==> config.mk <==
export PLATFORM = sky130hd
export DESIGN_NAME = anton_neopixel_bus_arbiter
export DESIGN_NICKNAME = d
export VERILOG_FILES = /design/src/rtl/anton_neopixel_bus_arbiter_pkg.sv /design/src/rtl/anton_rr_pick2.sv /design/src/rtl/anton_neopixel_bus_arbiter.sv
export SDC_FILE = /design/constraint.sdc
export NUM_CORES = 1
export LEC_CHECK = 0
export ABC_AREA = 1
export BUFFER_PORTS_ARGS = -buffer_cell sky130_fd_sc_hd__buf_2
export CAP_MARGIN = 25
export CORE_MARGIN = 2
export CORE_UTILIZATION = 35
export CTS_CLUSTER_DIAMETER = 150
export CTS_CLUSTER_SIZE = 8
export DETAILED_ROUTE_END_ITERATION = 10
export PLACE_DENSITY_LB_ADDON = 0.15
export SYNTH_ARGS = -nofsm -noshare
export SYNTH_HDL_FRONTEND = slang
export SYNTH_SLANG_ARGS = --single-unit
export TNS_END_PERCENT = 50
==> constraint.sdc <==
create_clock -name busClk -period 4.3 [get_ports busClk]
set_clock_uncertainty 0.15 [all_clocks]
set_input_delay 0.86 -clock busClk [delete_from_list [all_inputs] [get_ports busClk]]
set_output_delay 0.86 -clock busClk [all_outputs]
set_load 0.01 [all_outputs]
==> src/rtl/anton_neopixel_bus_arbiter_pkg.sv <==
// Shared types and defaults for the NeoPixel bus arbiter.
package anton_neopixel_bus_arbiter_pkg;

  typedef enum logic [1:0] {
    ARB_IDLE  = 2'd0,
    ARB_ISSUE = 2'd1,
    ARB_WAIT  = 2'd2,
    ARB_ACK   = 2'd3
  } arb_state_e;

  localparam int unsigned LOCK_MAX_DEFAULT = 16;

endpackage

==> src/rtl/anton_rr_pick2.sv <==
// Combinational 2-way round-robin pick: on contention the requester that
// was not granted last wins.
module anton_rr_pick2
  import anton_neopixel_bus_arbiter_pkg::*;
(
  input  logic req0,
  input  logic req1,
  input  logic last,
  output logic grant_valid,
  output logic grant_idx
);

  // Pick the lone requester, or the one that is not 'last' when both ask
  always_comb begin
    grant_valid = req0 | req1;
    if (req0 && req1) begin
      grant_idx = ~last;
    end else begin
      grant_idx = req1;
    end
  end

endmodule

==> src/rtl/anton_neopixel_bus_arbiter.sv <==
// Two-requester round-robin arbiter for the byte-wide NeoPixel core bus,
// with bounded burst lock and registered read-data return.
module anton_neopixel_bus_arbiter
  import anton_neopixel_bus_arbiter_pkg::*;
#(
  parameter int unsigned LOCK_MAX = LOCK_MAX_DEFAULT
) (
  input  logic        busClk,
  input  logic        busResetn,
  input  logic        m0Req,
  input  logic        m0Write,
  input  logic [13:0] m0Addr,
  input  logic [7:0]  m0Wdata,
  input  logic        m0Lock,
  output logic        m0Ack,
  output logic [7:0]  m0Rdata,
  input  logic        m1Req,
  input  logic        m1Write,
  input  logic [13:0] m1Addr,
  input  logic [7:0]  m1Wdata,
  input  logic        m1Lock,
  output logic        m1Ack,
  output logic [7:0]  m1Rdata,
  output logic [13:0] busAddr,
  output logic [7:0]  busDataIn,
  output logic        busWrite,
  output logic        busRead,
  input  logic [7:0]  busDataOut,
  output logic        busOwner
);

  localparam int unsigned LOCK_BITS = $clog2(LOCK_MAX + 1);
  localparam logic [LOCK_BITS-1:0] LOCK_LAST = LOCK_BITS'(LOCK_MAX - 1);

  arb_state_e           state, state_next;
  logic [LOCK_BITS-1:0] lock_cnt, cnt_next;
  logic                 dir;
  logic                 load, load_idx;
  logic                 pick_valid, pick_idx;
  logic                 own_req, own_lock, other_req;

  anton_rr_pick2 u_pick (
    .req0        (m0Req),
    .req1        (m1Req),
    .last        (busOwner),
    .grant_valid (pick_valid),
    .grant_idx   (pick_idx)
  );

  assign own_req   = busOwner ? m1Req  : m0Req;
  assign own_lock  = busOwner ? m1Lock : m0Lock;
  assign other_req = busOwner ? m0Req  : m1Req;

  assign busWrite = (state == ARB_ISSUE) &&  dir;
  assign busRead  = (state == ARB_ISSUE) && !dir;
  assign m0Ack    = (state == ARB_ACK) && !busOwner;
  assign m1Ack    = (state == ARB_ACK) &&  busOwner;

  // State register
  always_ff @(posedge busClk) begin
    if (!busResetn) begin
      state <= ARB_IDLE;
    end else begin
      state <= state_next;
    end
  end

  // Next-state, grant/latch decision and lock-counter update
  always_comb begin
    state_next = state;
    load       = 1'b0;
    load_idx   = busOwner;
    cnt_next   = lock_cnt;
    case (state)
      ARB_IDLE: begin
        if (pick_valid) begin
          load       = 1'b1;
          load_idx   = pick_idx;
          state_next = ARB_ISSUE;
        end
      end
      ARB_ISSUE: state_next = ARB_WAIT;
      ARB_WAIT:  state_next = ARB_ACK;
      ARB_ACK: begin
        // Lock continuation is refused only when the budget is spent AND the
        // other side is waiting; unopposed, the counter just saturates.
        if (own_lock && own_req && !((lock_cnt == LOCK_LAST) && other_req)) begin
          load       = 1'b1;
          load_idx   = busOwner;
          state_next = ARB_ISSUE;
          if (lock_cnt != LOCK_LAST) begin
            cnt_next = lock_cnt + LOCK_BITS'(1);
          end
        end else begin
          cnt_next   = '0;
          state_next = ARB_IDLE;
        end
      end
      default: state_next = ARB_IDLE;
    endcase
  end

  // Grant latching, owner tracking and read-data capture
  always_ff @(posedge busClk) begin
    if (!busResetn) begin
      busAddr   <= '0;
      busDataIn <= '0;
      dir       <= 1'b0;
      busOwner  <= 1'b1;
      lock_cnt  <= '0;
      m0Rdata   <= '0;
      m1Rdata   <= '0;
    end else begin
      lock_cnt <= cnt_next;
      if (load) begin
        busOwner  <= load_idx;
        busAddr   <= load_idx ? m1Addr  : m0Addr;
        busDataIn <= load_idx ? m1Wdata : m0Wdata;
        dir       <= load_idx ? m1Write : m0Write;
      end
      if ((state == ARB_WAIT) && !dir) begin
        if (busOwner) begin
          m1Rdata <= busDataOut;
        end else begin
          m0Rdata <= busDataOut;
        end
      end
    end
  end

endmodule

==> results.yml <==
drt:
  via_per_inst: 4.43
  ant_nets: 0
  dr.first_iter.drc_count: 76
  drt_pre_antenna_iters: 4
  wl_mm: 6.08
  wl_per_cell_um: 10.6
  vias: 2530
  drc_errors: 0
cells_and_area:
  layout.nets: 538
  drive_gt1_share_pct: 29.4
  fin_util_pct: 44.6
  final_common_cell: "buf_2"
  design_area_mm2: 0.00322
  mostFrequentLayoutCells: "102 x buf_2, 90 x nand2_1, 54 x nand3_1"
  area_delta_synth_final_pct: 23.5
  antennaDiodeCount: 0
  n_fill_cell: 808
critical_path:
  r2r_slack_ns: 1.67
  end_kind: "register"
  cp_common_cell: "nand2_1"
  crit_fanout: 24
  slowest_stage: "nand2_1"
  slowest_delay_ns: 0.60
  required_ns: 4.35
  crit_type: "reg -> reg"
  critPathArrivalTime_ns: 2.68
  critPathLaunchType: "register"
  path_cells: "inv_1 -> ha_1 -> nand2_1 -> nand2_1 -> nand2_2 -> nand2_1 -> nand2_1 -> inv_1 -> nand3_1 -> nand2_1 -> nor2_1"
power_and_ir_drop:
  cellPowerDensity_mw_per_mm2: 666
  peakVddDrop_v: 0.000338
  power_uw: 2140
  p_leak_uw: 0.00168
placed_design:
  gp_routability_congestion: 0.734
  place_area_mm2: 0.00308
  port_buffers: 102
  preCtsSetupSlack_ns: 1.34
  dp_hpwl_mm: 4.28
yosys:
  synth_cell_types: 23
  syn_area_mm2: 0.00260
  ys_warn_count: 0
  synth_nets: 453
  ys_seq_area_share_pct: 36.1
  ys_seq_elements: 47
  netlist_instances: 386
  synth_area_per_cell_um2: 6.75
timing:
  slew_headroom_pct: 35.0
  fin_ws_ns: 1.67
  slew_violations: 0
  tightest_slew_ns: 0.974
  min_period_over_period_pct: 61.2
  rsz0062_at_grt: "false"
  setup_viol: 0
  tns_ns: 0
  post-route-min-period_ns: 2.63
  final_hold_viol_count: 0
  fmax_mhz: 380
floorplanning:
  coreArea_mm2: 0.00721
  io_pins: 103
  die_y_um: 90.3
  dieArea_mm2: 0.00815
  start_util_pct: 36.1
  die_w_um: 90.3
  floorplan.rows: 31
grt:
  antenna_found_initial: 0
  grt_usage_pct: 15.3
  first_global_vias: 2305
  overflow: 0
  grt_max_degree: 50
  grt_pass1_wl_mm: 10.4
clock_tree:
  numCtsBuffers: 5
  cts_buffer_depth: 2
  htree_num_levels: 2
  cts-root-buf: "clkbuf_8"
  hold_buffers: 0
  clkTransAtPathRegs_ns: 0.09
  cts.sinks: 47
  cts_tree: "yes"
  post_cts_buffers: 0
  cts_resized: 0
  clkLatencyLatePin_ns: 0.30
worst_hold_path:
  hold_path.class: "reg -> reg"
run_status:
  status: "finished, final reports clean"
flow_run:
  cap_violations: 0
## through the flow
step                hold slack, ns  cells
CTS                          0.298    570
floorplan                    0.291    386
detailed placement           0.283    562
global placement             0.280    562
global route                 0.324    571
finish                       0.295    571
## critical path, delay by kind of cell, from the launching register on
family | cells | cell delay [ns]
fa+ha+maj | 1 | 0.24
simple gates | 8 | 1.58
buf+inv | 2 | 0.19
flops | 1 | 0.36
## sequential cells by signal, summed over array words and instances (netlist names)
signal	count
busAddr	14
busDataIn	8
busOwner	1
dir	1
lock_cnt	5
m0Rdata	8
m1Rdata	8
state	2
## report_power, final
group / switching (uW) / leakage [uW] / internal [uW]
sequential: 101 / 0.000385 / 587
clock: 157 / 0.0000548 / 175
combinational: 704 / 0.00124 / 419
total: 963 / 0.00168 / 1180
## per-layer routing
| layer | up-vias | wire [um] | GRT usage, % |
|---|---|---|---|
| met5 | - | 0 | 0 |
| met4 | 0 | 85 | 5.00 |
| met3 | 6 | 363 | 3.34 |
| met2 | 73 | 2780 | 26.3 |
| met1 | 1066 | 2850 | 19.0 |
| li1 | 1385 | - | - |
## synthesized netlist by cell type
master / count / area (um2)
nand2_2: 4 / 25.0
dfxtp_1: 47 / 941
nand3_1: 54 / 270
inv_4: 1 / 6.26
ha_1: 7 / 87.6
buf_4: 2 / 15.0
o21ai_1: 9 / 45.0
a21oi_1: 26 / 130
o21ai_0: 12 / 60.1
buf_8: 1 / 15.0
inv_1: 54 / 203
buf_12: 1 / 20.0
nand2_1: 90 / 338
buf_6: 2 / 22.5
buf_2: 10 / 50.1
nor2_1: 30 / 113
nand4_1: 3 / 18.8
nand3_2: 3 / 30.0
buf_1: 1 / 3.75
xor2_1: 1 / 8.76
or2_0: 1 / 6.26
clkbuf_1: 8 / 30.0
a21oi_2: 19 / 166
## final cells by class
type | instances | area, um2 | share of cell area, %
repair buffers | 103 | 531 | 16.5
clock inverters | 3 | 46.3 | 1.44
flip-flops and latches | 47 | 941 | 29.2
inverters | 55 | 209 | 6.49
multi-input cells | 259 | 1300 | 40.4
well taps | 99 | 124 | 3.85
clock buffers | 5 | 68.8 | 2.14
## cell families (layout without fill, tap and decap cells)
family,count (synthesis),after routing,share of synthesized area [%]
DFF,47,47,36.1
buffers and inverters,80,166,14.0
adders and majority gates,7,7,3.36
AOI/OAI and AO/OA,66,66,15.4
xor gates and xnor gates,1,1,0.336
and+or+nand+nor,185,185,30.7
## path summary, 6_finish.rpt
path | cells past startpoint | endpoint | start
min reg2reg | 2 | m0Rdata[5]$_SDFFE_PN0P_ | m0Rdata[5]$_SDFFE_PN0P_
max reg2reg | 11 | busAddr[1]$_SDFFE_PN0P_ | state[1]$_SDFFE_PN0P_
max | 11 | busAddr[1]$_SDFFE_PN0P_ | state[1]$_SDFFE_PN0P_
min | 2 | m0Rdata[5]$_SDFFE_PN0P_ | m0Rdata[5]$_SDFFE_PN0P_
Note: power is estimated with default switching activity, not from simulation.
